<file path="config.mk">
export PLATFORM = sky130hd
export DESIGN_NAME = serial_mag_comp_ctrl
export DESIGN_NICKNAME = d
export VERILOG_FILES = /design/src/rtl/serial_mag_comp_ctrl.sv
export SDC_FILE = /design/constraint.sdc
export NUM_CORES = 1
export LEC_CHECK = 0
export CAP_MARGIN = 20
export CORE_UTILIZATION = 47
export CTS_CLUSTER_SIZE = 8
export DETAILED_ROUTE_END_ITERATION = 10
export PLACE_DENSITY = 0.75
export SYNTH_ARGS = -nofsm -noshare
export SYNTH_HDL_FRONTEND = slang
export SYNTH_SLANG_ARGS = --single-unit
</file>
<file path="constraint.sdc">
create_clock -name clk -period 4.4 [get_ports clk]
set_clock_uncertainty 0.2 [all_clocks]
set_input_delay 1.1 -clock clk [delete_from_list [all_inputs] [get_ports clk]]
set_output_delay 1.1 -clock clk [all_outputs]
set_load 0.1 [all_outputs]
</file>
<file path="src/rtl/serial_mag_comp_ctrl.sv">
// Bit-serial magnitude comparator sequencer: scans two latched operands MSB first through a
// 1-bit compare cell and stops at the first differing bit.
module serial_mag_comp_ctrl #(
   parameter int WIDTH = 8
) (
   input  logic             clk,
   input  logic             rst,
   input  logic             start,
   input  logic [WIDTH-1:0] A,
   input  logic [WIDTH-1:0] B,
   output logic             busy,
   output logic             done,
   output logic             Eq,
   output logic             Le,
   output logic             Gt
);

   localparam int IDXW = $clog2(WIDTH);
   localparam logic [IDXW-1:0] IDX_MSB = IDXW'(WIDTH - 1);

   localparam logic [0:0] ST_IDLE = 1'b0;
   localparam logic [0:0] ST_SCAN = 1'b1;

   logic [0:0]       r_state;
   logic [WIDTH-1:0] r_ra;
   logic [WIDTH-1:0] r_rb;
   logic [IDXW-1:0]  r_idx;
   logic             r_done;
   logic             r_eq;
   logic             r_le;
   logic             r_gt;

   logic w_a;
   logic w_b;
   logic w_cell_eq;

   // Shared 1-bit compare cell fed by the current bit of each latched operand.
   assign w_a       = r_ra[r_idx];
   assign w_b       = r_rb[r_idx];
   assign w_cell_eq = ~(w_a ^ w_b);

   always_ff @(posedge clk) begin
      if (rst) begin
         r_state <= ST_IDLE;
         r_ra    <= '0;
         r_rb    <= '0;
         r_idx   <= IDX_MSB;
         r_done  <= 1'b0;
         r_eq    <= 1'b0;
         r_le    <= 1'b0;
         r_gt    <= 1'b0;
      end else begin
         r_done <= 1'b0;
         case (r_state)
            ST_IDLE: begin
               if (start) begin
                  r_ra    <= A;
                  r_rb    <= B;
                  r_idx   <= IDX_MSB;
                  r_eq    <= 1'b0;
                  r_le    <= 1'b0;
                  r_gt    <= 1'b0;
                  r_state <= ST_SCAN;
               end
            end
            ST_SCAN: begin
               if (!w_cell_eq) begin
                  // First differing bit decides: A has the 1 means A > B.
                  r_gt    <= w_a;
                  r_le    <= ~w_a;
                  r_done  <= 1'b1;
                  r_state <= ST_IDLE;
               end else if (r_idx == '0) begin
                  r_eq    <= 1'b1;
                  r_done  <= 1'b1;
                  r_state <= ST_IDLE;
               end else begin
                  r_idx <= r_idx - IDXW'(1);
               end
            end
            default: r_state <= ST_IDLE;
         endcase
      end
   end

   assign busy = (r_state == ST_SCAN);
   assign done = r_done;
   assign Eq   = r_eq;
   assign Le   = r_le;
   assign Gt   = r_gt;

endmodule

</file>
======== Yosys cells after proc, flatten, opt, wreduce, memory -nomap -nowiden ========
Index checks and enable logic that the tools add are counted.
Widths: inputs -> output; s select.
word-level totals
  flip-flop bits (word level) ............. 24
  input bits .............................. 19
  output and inout port bits .............. 5
  logic and storage cells ................. 46
cells by class
  $add $sub $neg .......................... 1
  order comparisons ....................... 1
  equal/unequal tests ..................... 5
  mux-type cells .......................... 22
  bitwise gates (word level) .............. 3
  reductions and logical operators ........ 6
operators by type and width
  cell                 number
  $mux 1               12
  $mux 3               3
  $pmux 1 s2           4
  $bmux 1 s3           2
  $ne 2x2->1 const B   3
  $pmux 3 s2           1
  $reduce_and 3->1     2
  $lt 3x4->1 const B   1
  $ne 2x1->1 const B   2
  $reduce_and 2->1     2
  $logic_not 3->1      1
  $sub 3x1->3 const B  1
  $not 1->1            2
  $reduce_or 2->1      1
  $xor 1x1->1          1

======== Depth between registers and ports, before layout ========
  word-level depth ........................ 5
  depth in mapped cells ................... 7
  mapped depth without buffers ............ 6

======== Worst setup path before layout ========
No wires, ideal clock.
  kind .................................... reg2reg
  start ................................... register r_state, in the netlist busy
  end ..................................... register r_idx[2]
  library setup time ...................... 115 ps
  data arrival time ....................... 2,004 ps
  required time ........................... 4,085 ps
  slack ................................... 2,081 ps
  cell stages (with the launch flop) ...... 4
  buffers on the path ..................... 0
  cell sequence ........................... dfxtp_1 > or2b_2 > or3_2 > a31o_1
on the way
  cells in the longest elaborated chain, start to end .. 3
RTL lines
  element                            RTL line  RTL
  from (decl)                        24        logic [0:0] r_state;
  from (signal assigned)             44        r_state <= ST_IDLE;
  from (signal assigned)             63        r_state <= ST_SCAN;
  from (signal assigned)             72        r_state <= ST_IDLE;
  $not 1->1 (no source line)         n/a
  $ne 2x2->1 (no source line)        n/a
  $reduce_and 3->1 (no source line)  n/a
  to (signal assigned)               78        r_idx <= r_idx - IDXW'(1);
  to (decl)                          27        logic [IDXW-1:0] r_idx;
Parallel ways exist; a longest one is shown, timed or not.
A chain may end at the register's enable or synchronous reset.

======== Worst setup path after layout ========
  start ................................... register r_state, in the netlist busy
  end ..................................... output busy
RTL lines
  element    RTL line  RTL
  to (decl)  11        output logic busy,
No word-level cell between the ends.

==> run_results.csv <==
group,metric,value,unit
floorplan,ios,24,
final_layout,non_filler_instance_count_after_layout,172,
worst_setup_path,slowest_delay,1160,ps
worst_setup_path,end_kind,"output pin",
timing,finalMaxSlewViolations,0,
yosys,seq_area_frac_synth,43.5,%
timing,rsz0062_at_grt,"false",
worst_setup_path,r2r_cells,5,
clocking,tritoncts_clock_tree,"done",
floorplan,start_util,49.9,%
timing,timing.max_slew.rel_slack,34.5,%
place,dpl.cell_count,168,
timing,report.final.setup_viol,0,
clocking,clk-insertion-delay-late,320,ps
worst_setup_path,critical_path.startpoint_type,"flip-flop",
yosys,synth-edff-count,0,
timing,hold_violations,0,
hold_path,min-delay-path-class,"flip-flop to flip-flop",
worst_setup_path,crit_chain,"clkdlybuf4s50_1",
worst_setup_path,timing.rr.start,"r_idx[0]",
final_layout,final_nets,166,
final_layout,area_growth_synth_to_finish,25.7,%
routing,detail_route.iter0.violations,27,
yosys,asyncSetResetFlopFracSynth,0,%
clocking,cts-htree-levels,1,
timing,tightestPinTransition,980,ps
hold_path,timing.hold.worst.start,"r_rb[3]",
place,detailed_placer_s_ending_hpwl,1480,um
yosys,synth_area,0.00110,mm^2
worst_setup_path,regToRegEndpoint,"r_idx[2]",
global_routing,grt_antenna_before_repair,0,
hold_path,hold-path-endpoint,"r_rb[3]",
place,port_buffers,23,
clocking,cts_max_path_buffers,2,
clocking,cts_inserted_buffers,3,
worst_setup_path,cp.buffers_inverters,1,
place,dpl-instance-area,0.00134,mm^2
worst_setup_path,worstPathRequired,3100,ps
floorplan,fp.dieArea,0.00255,mm^2
worst_setup_path,worst-endpoint-arrival,1910,ps
final_layout,layout-drive-gt1-share,10.4,%
global_routing,global_route_wire_length_before_repair,3860,um
timing,final_critical_path_required_period,3210,ps
yosys,syn-instance-count,123,
clocking,cts.clk_slew.worst_paths,140,ps
yosys,yosysWarnings,0,
routing,detail_route.first_pass.iterations,4,
power,vdd_ir_drop_max,0.245,mV
worst_setup_path,timing_worst_setup_path_type,"flip-flop to output pin",
clocking,cts_hold_repair.buffers,0,
routing,drtAntennaViolNets,0,
routing,detail_route.wirelength,2110,um
global_routing,globalRouteOverflowTotal,0,
global_routing,grt_usage,20.1,%
worst_setup_path,timing.reg2reg.setup_slack,1800,ps
worst_setup_path,kind_of_cell_with_the_highest_combined_delay_on_the_critical_path,"buffers and inverters",
power,power_density,357,mW/mm^2
floorplan,die-width,50.5,um
yosys,average_size_of_a_mapped_cell,8.98,um^2
final_layout,antenna_cells,0,
place,place.gp.congestion,0.793,
yosys,ys_types,29,
timing,achievable-frequency,0.311,GHz
yosys,dominant_synthesized_flop_cell,"sky130_fd_sc_hd__dfxtp_1",
worst_setup_path,worst_path_max_delay_cell,"sky130_fd_sc_hd__clkdlybuf4s50_1",
routing,detailroute.via_count,882,
clocking,tritoncts_sinks,24,
floorplan,floorplan_die_height,50.5,um
yosys,synth_seq_cells,24,
flow_run,timing.max_cap.violations,0,
clocking,postCtsSetupBuffers,0,
routing,remaining_drc_errors,0,
hold_path,hold_path_depth,2,
global_routing,largest_net_degree_at_the_start_of_global_routing,24,
routing,route.detailed.vias_per_inst,5.13,
power,p_leak,0.000522,uW
worst_setup_path,setup.worst_path.start,"busy",
timing,timing.setup.tns,0,ps
run_status,run_status,"finished, final reports clean",
floorplan,fp.coreArea,0.00221,mm^2
final_layout,final_design_area_no_fill,0.00139,mm^2
timing,fin_crit_sh,73.1,%
worst_setup_path,top_fanout_value_on_the_critical_path,7,
routing,wl_per_cell,12.3,um
floorplan,number_of_rows_in_the_core_area,17,
clocking,cts-resized-gates,0,
yosys,syn-num-nets,144,
worst_setup_path,critical_path_depth,1,
global_routing,grt_pass1_vias,884,
clocking,cts-root-buf,"sky130_fd_sc_hd__clkbuf_4",
power,power,496,uW
state kept, by name (all words and copies together), names as in the netlist:
register,flops
done,1
Eq,1
busy,1
r_idx,3
r_rb,8
Le,1
Gt,1
r_ra,8
placed cells by master, fill, tap and decap left out, drive strengths merged, types with 2 or more instances in the layout:
cell / Yosys / layout
mux4: 4 / 4
inv: 3 / 3
dfxtp: 24 / 24
mux2i: 2 / 2
clkbuf: 5 / 3
o21ai: 4 / 4
nor2: 5 / 5
clkdlybuf4s50: 0 / 23
nand2: 37 / 37
a21oi: 18 / 18
ha: 2 / 2
or3: 2 / 2
cells in the mapped netlist (2+ instances only):
library cell,number,area [um^2]
sky130_fd_sc_hd__buf_6,2,22.5
sky130_fd_sc_hd__o21ai_1,3,15.0
sky130_fd_sc_hd__mux2i_4,2,45.0
sky130_fd_sc_hd__mux4_2,4,90.1
sky130_fd_sc_hd__dfxtp_1,24,480
sky130_fd_sc_hd__clkbuf_1,5,18.8
sky130_fd_sc_hd__a21oi_1,18,90.1
sky130_fd_sc_hd__nor2_1,5,18.8
sky130_fd_sc_hd__nand2_1,37,139
sky130_fd_sc_hd__inv_1,3,11.3
sky130_fd_sc_hd__ha_1,2,25.0
tightest hold or removal path: stages (launching register included):
cell	delay [ps]
sky130_fd_sc_hd__dfxtp_1	330
sky130_fd_sc_hd__nand2_1	50
sky130_fd_sc_hd__a21oi_1	50
stage by stage:
stage	hold slack [ps]	setup slack (ps)	utilization [%]
final	264	1190	62.8
after global routing	288	1100	62.8
after CTS	267	1180	62.8
after detailed placement	249	1530	60.4
after global placement	241	1560	60.4
after floorplan	233	2080	-
worst max path at each step:
stage / to / slack (ps)
floorplan: r_idx[2] / 2080
global placement: busy / 1560
detailed placement: Gt / 1530
CTS: busy / 1180
global route: busy / 1100
finish: busy / 1190
per-layer routing:
| layer | share of wire, % | vias to the layer above | GRT usage, % |
|---|---|---|---|
| li1 | - | 456 | - |
| met1 | 45 | 404 | 24.7 |
| met2 | 51 | 18 | 35.8 |
| met3 | 3.1 | 4 | 3.64 |
| met4 | 0.80 | 0 | 5.56 |
| met5 | 0 | - | 0 |
kinds of logic after synthesis:
group / synth area share, %
adder cells (fa/ha/maj): 2.26
multiplexers: 12.2
XOR/XNOR: 2.49
AO/OA/AOI/OAI: 14.4
AND/OR/NAND/NOR: 20.4
buffers and inverters: 4.76
flip-flops: 43.5
cell type report:
cell class                      instances  area, um^2
Sequential cell                        24         480
Multi-Input combinational cell         89         572
Fill cell                             193         823
Inverter                                3        11.3
Clock inverter                          1        30.0
Timing Repair Buffer                   24         238
Clock buffer                            3        22.5
Tap cell                               28        35.0
power by group:
part / switching (uW) / internal [uW]
sequential: 9.78 / 230
clock: 67.1 / 92.1
combinational: 53.8 / 42.7
No activity file was read; power rests on OpenSTA's default activity.
==> RTL change 1 (same settings) <==
Register the output `done` once more; this adds one clock of latency there. The other outputs are not delayed to match.
--- a/src/rtl/serial_mag_comp_ctrl.sv
+++ b/src/rtl/serial_mag_comp_ctrl.sv
@@ -84,7 +84,9 @@
    end
 
    assign busy = (r_state == ST_SCAN);
-   assign done = r_done;
+   always_ff @(posedge clk) begin
+      done <= r_done;
+   end
    assign Eq   = r_eq;
    assign Le   = r_le;
    assign Gt   = r_gt;
Formal check against the unedited RTL: not equivalent (Yosys sat finds a counterexample within 4 cycles, from zero or initial values and one cycle with rst high).
==> RTL change 1 against the original RTL <==
Power fell by 9.8%; sequential cell count rose by 1; area after synthesis rose by 1.8%; count of clock-buffer cells in the layout did not move; core utilization fell by 0.82 points; setup slack got worse by 0.67 ps; first-iteration DRC count fell by 59%; global-route usage fell by 0.84 points; design area fell by 0.36%; routed wire length rose by 0.14%; sequential power rose by 4%; combinational power barely moved; non-clock buffer count did not move.
==> RTL change 1: results (changes against the original RTL) <==
.. list-table::
   :header-rows: 1

   * - Metric
     - Value
   * - Weighted congestion reported at the end of routability-driven placement
     - 0.7221 (-8.9%)
   * - Number of buffers added by the clock tree synthesis step
     - 3 (unchanged)
   * - Worst Path Max Fanout
     - 7 (unchanged)
   * - Number of global-route vias before repair
     - 828 (-6.3%)
   * - Xor and xnor fraction of the mapped netlist area
     - 2.447% (-0.044 points)
   * - Post-Syn Nets
     - 145 (+0.69%)
   * - Crit path max-delay family
     - buffers and inverters
   * - Share of cell area taken by muxes after synthesis
     - 12.01% (-0.22 points)
   * - Measured slew at the worst slew-check pin
     - 964.4 ps (-15.20 ps)
   * - Layout Nets
     - 167 (+0.60%)
   * - Count of inserted antenna diode cells
     - 0 (unchanged)
   * - Wire length after detailed routing
     - 2.116 mm (+0.14%)
   * - Seq/Total Area, Yosys
     - 44.49% (+1.0 points)
   * - Post-synthesis share of cell area spent on full adders, half adders and majority gates
     - 2.225% (-0.040 points)
   * - Internal Dissipation
     - 0.0003164 W (-13%)
   * - DRC marker count from the first detailed-route iteration
     - 11 (-59%)
   * - Area contributors post-synth
     - sky130_fd_sc_hd__dfxtp_1, sky130_fd_sc_hd__nand2_1, sky130_fd_sc_hd__a21oi_1
   * - Worst ir drop on vdd
     - 172.8 µV (-30%)
   * - Layout cell share with drive strength beyond 1
     - 10.34% (-0.072 points)
   * - Half-perimeter wire length after placement
     - 1.475 mm (-0.47%)
   * - Pre-CTS worst setup slack
     - 1542 ps (+8.750 ps)
   * - First-pass GRT wire length
     - 3.712 mm (-3.9%)
   * - Share of Yosys cell area claimed by the top area cell type
     - 44.49% (+1.0 points)
   * - Total leakage power
     - 0.5201 nW (-0.41%)
   * - Fill cell instance count of the final layout
     - 189 (-2.1%)
   * - Most instantiated cells after synthesis
     - sky130_fd_sc_hd__nand2_1, sky130_fd_sc_hd__dfxtp_1, sky130_fd_sc_hd__a21oi_1, sky130_fd_sc_hd__clkbuf_1, sky130_fd_sc_hd__nor2_1
   * - Complex-gate fraction of the synthesized area
     - 14.13% (-0.26 points)
   * - DR vias
     - 919 (+4.2%)
   * - Run status
     - finished clean
   * - Overall track demand over capacity in global routing
     - 19.29% (-0.84 points)
-- RTL change 1: cell count changes after synthesis --
| cell | unedited run | this run |
|---|---|---|
| sky130_fd_sc_hd__dfxtp_1 | 24 | 25 |
-- RTL change 1: kinds of logic (layout without fill, tap and decap cells) --
group,count (synthesis),after routing
DFF,25,25
AOI/OAI and AO/OA,28,28
buffers and inverters,10,31
muxes,6,6
adders and majority gates,2,2
and+or+nand+nor,52,52
xor gates and xnor gates,1,1
-- RTL change 1: final cells by class --
class | count | area, µm² | share of cell area [%]
repair buffers | 24 | 237.7 | 17.18
clock buffers | 3 | 22.52 | 1.627
clock inverters | 1 | 5.005 | 0.3617
flip-flops and latches | 25 | 500.5 | 36.17
multi-input cells | 89 | 571.8 | 41.32
well taps | 28 | 35.03 | 2.532
inverters | 3 | 11.26 | 0.8137
-- RTL change 1: path summary, 6_finish.rpt --
kind / startpoint / endpoint / slack [ps] / depth (start not counted)
hold / removal: r_done / done / 150 / 0
setup reg to reg: r_idx[0] / r_idx[2] / 1830 / 5
hold reg to reg: r_done / done / 150 / 0
setup / recovery: busy / busy / 1180 / 1
-- RTL change 1: worst register-to-register path: stages, from the launching register on --
cell	delay, ps
sky130_fd_sc_hd__dfxtp_1	560
sky130_fd_sc_hd__mux4_2	580
sky130_fd_sc_hd__mux2i_4	290
sky130_fd_sc_hd__xor2_4	160
sky130_fd_sc_hd__or4_1	480
sky130_fd_sc_hd__a31o_1	210
-- RTL change 1: through the flow --
step	cell area, µm²	util [%]	hold slack, ps	total power [W]	instances
floorplan	1125	-	109.6	0.0003220	124
global placement	1356	60.73	114.4	0.0003489	169
detailed placement	1356	60.73	113.6	0.0003517	169
CTS	1384	61.96	144.7	0.0004520	173
global route	1384	61.96	153.9	0.0004714	173
finish	1384	61.96	145.3	0.0004471	173
-- RTL change 1: power groups by stage --
stage / logic, W / clock network (W) / registers, W
2_1_floorplan: 0.0000568 / 0 / 0.000265
3_3_place_gp: 0.0000948 / 0 / 0.000254
3_5_place_dp: 0.0000968 / 0 / 0.000255
4_1_cts: 0.0000973 / 0.000105 / 0.000250
5_1_grt: 0.000106 / 0.000113 / 0.000252
6_report: 0.0000964 / 0.000101 / 0.000250
-- RTL change 1: routing by layer --
layer  global-route usage (%)  vias up  wire [µm]
li1                         -      462          -
met1                    25.42      435        986
met2                    30.70       18       1039
met3                    3.571        4         55
met4                    8.333        0         35
met5                        0        -          0
==> RTL change 2 (same settings) <==
Made on the original files. The parameter `WIDTH` goes from 8 to 32.
--- a/src/rtl/serial_mag_comp_ctrl.sv
+++ b/src/rtl/serial_mag_comp_ctrl.sv
@@ -1,7 +1,7 @@
 // Bit-serial magnitude comparator sequencer: scans two latched operands MSB first through a
 // 1-bit compare cell and stops at the first differing bit.
 module serial_mag_comp_ctrl #(
-   parameter int WIDTH = 8
+   parameter int WIDTH = 32
 ) (
    input  logic             clk,
    input  logic             rst,
Ports: changed (resized A and B); port bits go from 24 to 72. The function was not compared with the original's and may differ.
==> RTL change 2 against the original RTL <==
Via count increased to 3.4 times the old value; routed wire length increased to 3.6 times the old value; combinational power increased to 2.5 times the old value; design area increased to 3.0 times the old value; first-iteration DRC count increased to 7.0 times the old value; power increased to 2.9 times the old value; setup slack got worse by 220 ps; hold slack got worse by 12 ps; register-to-register slack got worse by 440 ps; final cell count increased to 3.3 times the old value; sequential cell count increased by 50; area after synthesis increased to 3.0 times the old value.
==> RTL change 2: results (changes against the original RTL) <==
.. list-table::
   :header-rows: 1

   * - Metric
     - Value
   * - Skew-Pair Late Insertion Delay
     - 350 ps (+30 ps)
   * - Endpoint of the worst hold-timing path
     - r_ra[27]
   * - DRC marker count from the first detailed-route iteration
     - 190 (+600%)
   * - CP Data Arrival Time
     - 2130 ps (+220 ps)
   * - Worst stage delay on the critical path
     - 1210 ps (+50 ps)
   * - Worst setup slack for register-to-register paths
     - 1360 ps (-440 ps)
   * - Clock slew at the register clock pins of the worst setup and hold paths
     - 70 ps (-70 ps)
   * - Seq/Total Area, Yosys
     - 44.23% (+0.74 points)
   * - Launch instance of the worst min-delay path
     - r_ra[27]
   * - Post-Syn Nets
     - 488 (+240%)
   * - Standard cell area after detailed placement
     - 4066 µm² (+200%)
   * - Run status
     - finished clean
   * - Switching power of the nets
     - 0.0003826 W (+190%)
   * - Buffers added on ports
     - 71 (+210%)
   * - Most instantiated cells after synthesis
     - sky130_fd_sc_hd__nand2_1, sky130_fd_sc_hd__dfxtp_1, sky130_fd_sc_hd__a21oi_1, sky130_fd_sc_hd__mux2i_1, sky130_fd_sc_hd__clkbuf_1
   * - Cell chosen for the clock root
     - sky130_fd_sc_hd__clkbuf_8
   * - Endpoint of the most critical register-to-register path
     - r_idx[3]
   * - Total leakage power
     - 1.758 nW (+240%)
   * - Reg2Reg Launch Point
     - r_idx[1]
   * - Worst hold path type
     - flop to flop
   * - Largest net degree at the start of global routing
     - 52 (+120%)
   * - Number of global-route vias before repair
     - 2782 (+210%)
   * - Area added between synthesis and finish
     - 26.15%
   * - Routed wire length per instance
     - 13.16 µm (+7.1%)
   * - Logic depth of the worst register-to-register path
     - 9 (+4)
   * - Area contributors post-synth
     - sky130_fd_sc_hd__dfxtp_1, sky130_fd_sc_hd__nand2_1, sky130_fd_sc_hd__a21oi_1
   * - Largest registers ranked by flip-flop count
     - r_ra (32), r_rb (32), r_idx (5)
   * - Number of buffers added by the clock tree synthesis step
     - 9 (+6)
   * - Overall track demand over capacity in global routing
     - 21.62% (+1.5 points)
   * - Half-perimeter wire length after placement
     - 5.145 mm (+250%)
   * - Total negative slack for setup checks
     - 0 ps (unchanged)
   * - First-pass GRT wire length
     - 12.65 mm (+230%)
   * - Worst ir drop on vdd
     - 198.3 µV (-19%)
   * - Layout cell share with drive strength beyond 1
     - 5.846% (-4.6 points)
   * - Weighted congestion reported at the end of routability-driven placement
     - 0.7903 (-0.32%)
   * - Number of distinct standard cells referenced by the synthesized netlist
     - 41 (+41%)
   * - Worst Path Max Fanout
     - 12 (+5)
   * - Layout Nets
     - 545 (+230%)
   * - Timing-limited maximum frequency
     - 291.2 MHz (-6.4%)
   * - Number of levels in the clock H-tree
     - 3 (+2)
==> RTL change 2: cell types whose count changed in the layout (fill, tap and decap cells not counted), moves of 5 or more <==
| cell | before | now |
|---|---|---|
| sky130_fd_sc_hd__nand2_1 | 37 | 140 |
| sky130_fd_sc_hd__dfxtp_1 | 24 | 74 |
| sky130_fd_sc_hd__a21oi_1 | 18 | 67 |
| sky130_fd_sc_hd__clkdlybuf4s50_1 | 23 | 70 |
| sky130_fd_sc_hd__mux2i_1 | 0 | 32 |
| sky130_fd_sc_hd__clkbuf_8 | 0 | 11 |
| sky130_fd_sc_hd__a22oi_1 | 0 | 8 |
| sky130_fd_sc_hd__nand3_1 | 1 | 7 |
| sky130_fd_sc_hd__nand4_1 | 0 | 6 |
| sky130_fd_sc_hd__buf_4 | 1 | 6 |
==> RTL change 2: logic make-up (layout without fill, tap and decap cells) <==
family	Yosys count	in the layout	share of synthesized area, %
buffers and inverters	36	95	5.453
adder cells (fa/ha/maj)	1	1	0.3735
flip-flops	74	74	44.23
AND/OR/NAND/NOR	182	182	22.97
AO/OA/AOI/OAI	95	95	17.41
multiplexers	32	32	9.563
==> RTL change 2: final cells by class <==
type	count	area [µm²]
Inverter	5	18.77
Fill cell	660	2606
Timing Repair Buffer	77	750.7
Multi-Input combinational cell	310	1695
Tap cell	96	120.1
Clock buffer	13	158.9
Sequential cell	74	1481
==> RTL change 2: power by group through the flow <==
stage | clock network (W) | registers [W] | logic (W)
after floorplan | 0 | 0.000760 | 0.000141
after global placement | 0 | 0.000751 | 0.000241
after detailed placement | 0 | 0.000753 | 0.000245
after CTS | 0.000463 | 0.000738 | 0.000246
after global routing | 0.000486 | 0.000743 | 0.000271
final | 0.000452 | 0.000738 | 0.000245
==> RTL change 2: worst max-delay path by stage <==
stage          depth (start not counted)        to   from  slack, ps
2_1_floorplan                          6  r_ra[10]   busy       1980
3_3_place_gp                           5  r_ra[25]  start       1290
3_5_place_dp                           5  r_ra[30]  start       1250
4_1_cts                                1      busy   busy        970
5_1_grt                                1      busy   busy        910
6_report                               1      busy   busy        970
==> RTL change 2: per-stage QoR <==
stage,hold WS [ps],utilization [%],cells,setup WS (ps)
finish,252.6,61.85,575,965.5
global route,269.5,61.85,575,906.4
CTS,253.2,61.85,575,965.2
detailed placement,243.9,59.52,562,1250
global placement,240.9,59.52,562,1292
floorplan,231.8,-,420,1977
==> RTL change 2: routing by layer <==
metal | GRT usage (%) | routed length (µm) | vias to the layer above
met1 | 28.59 | 3494 | 1365
met5 | 0 | 0 | -
li1 | - | - | 1528
met3 | 5.143 | 374 | 13
met4 | 7.727 | 110 | 0
met2 | 34.56 | 3588 | 77
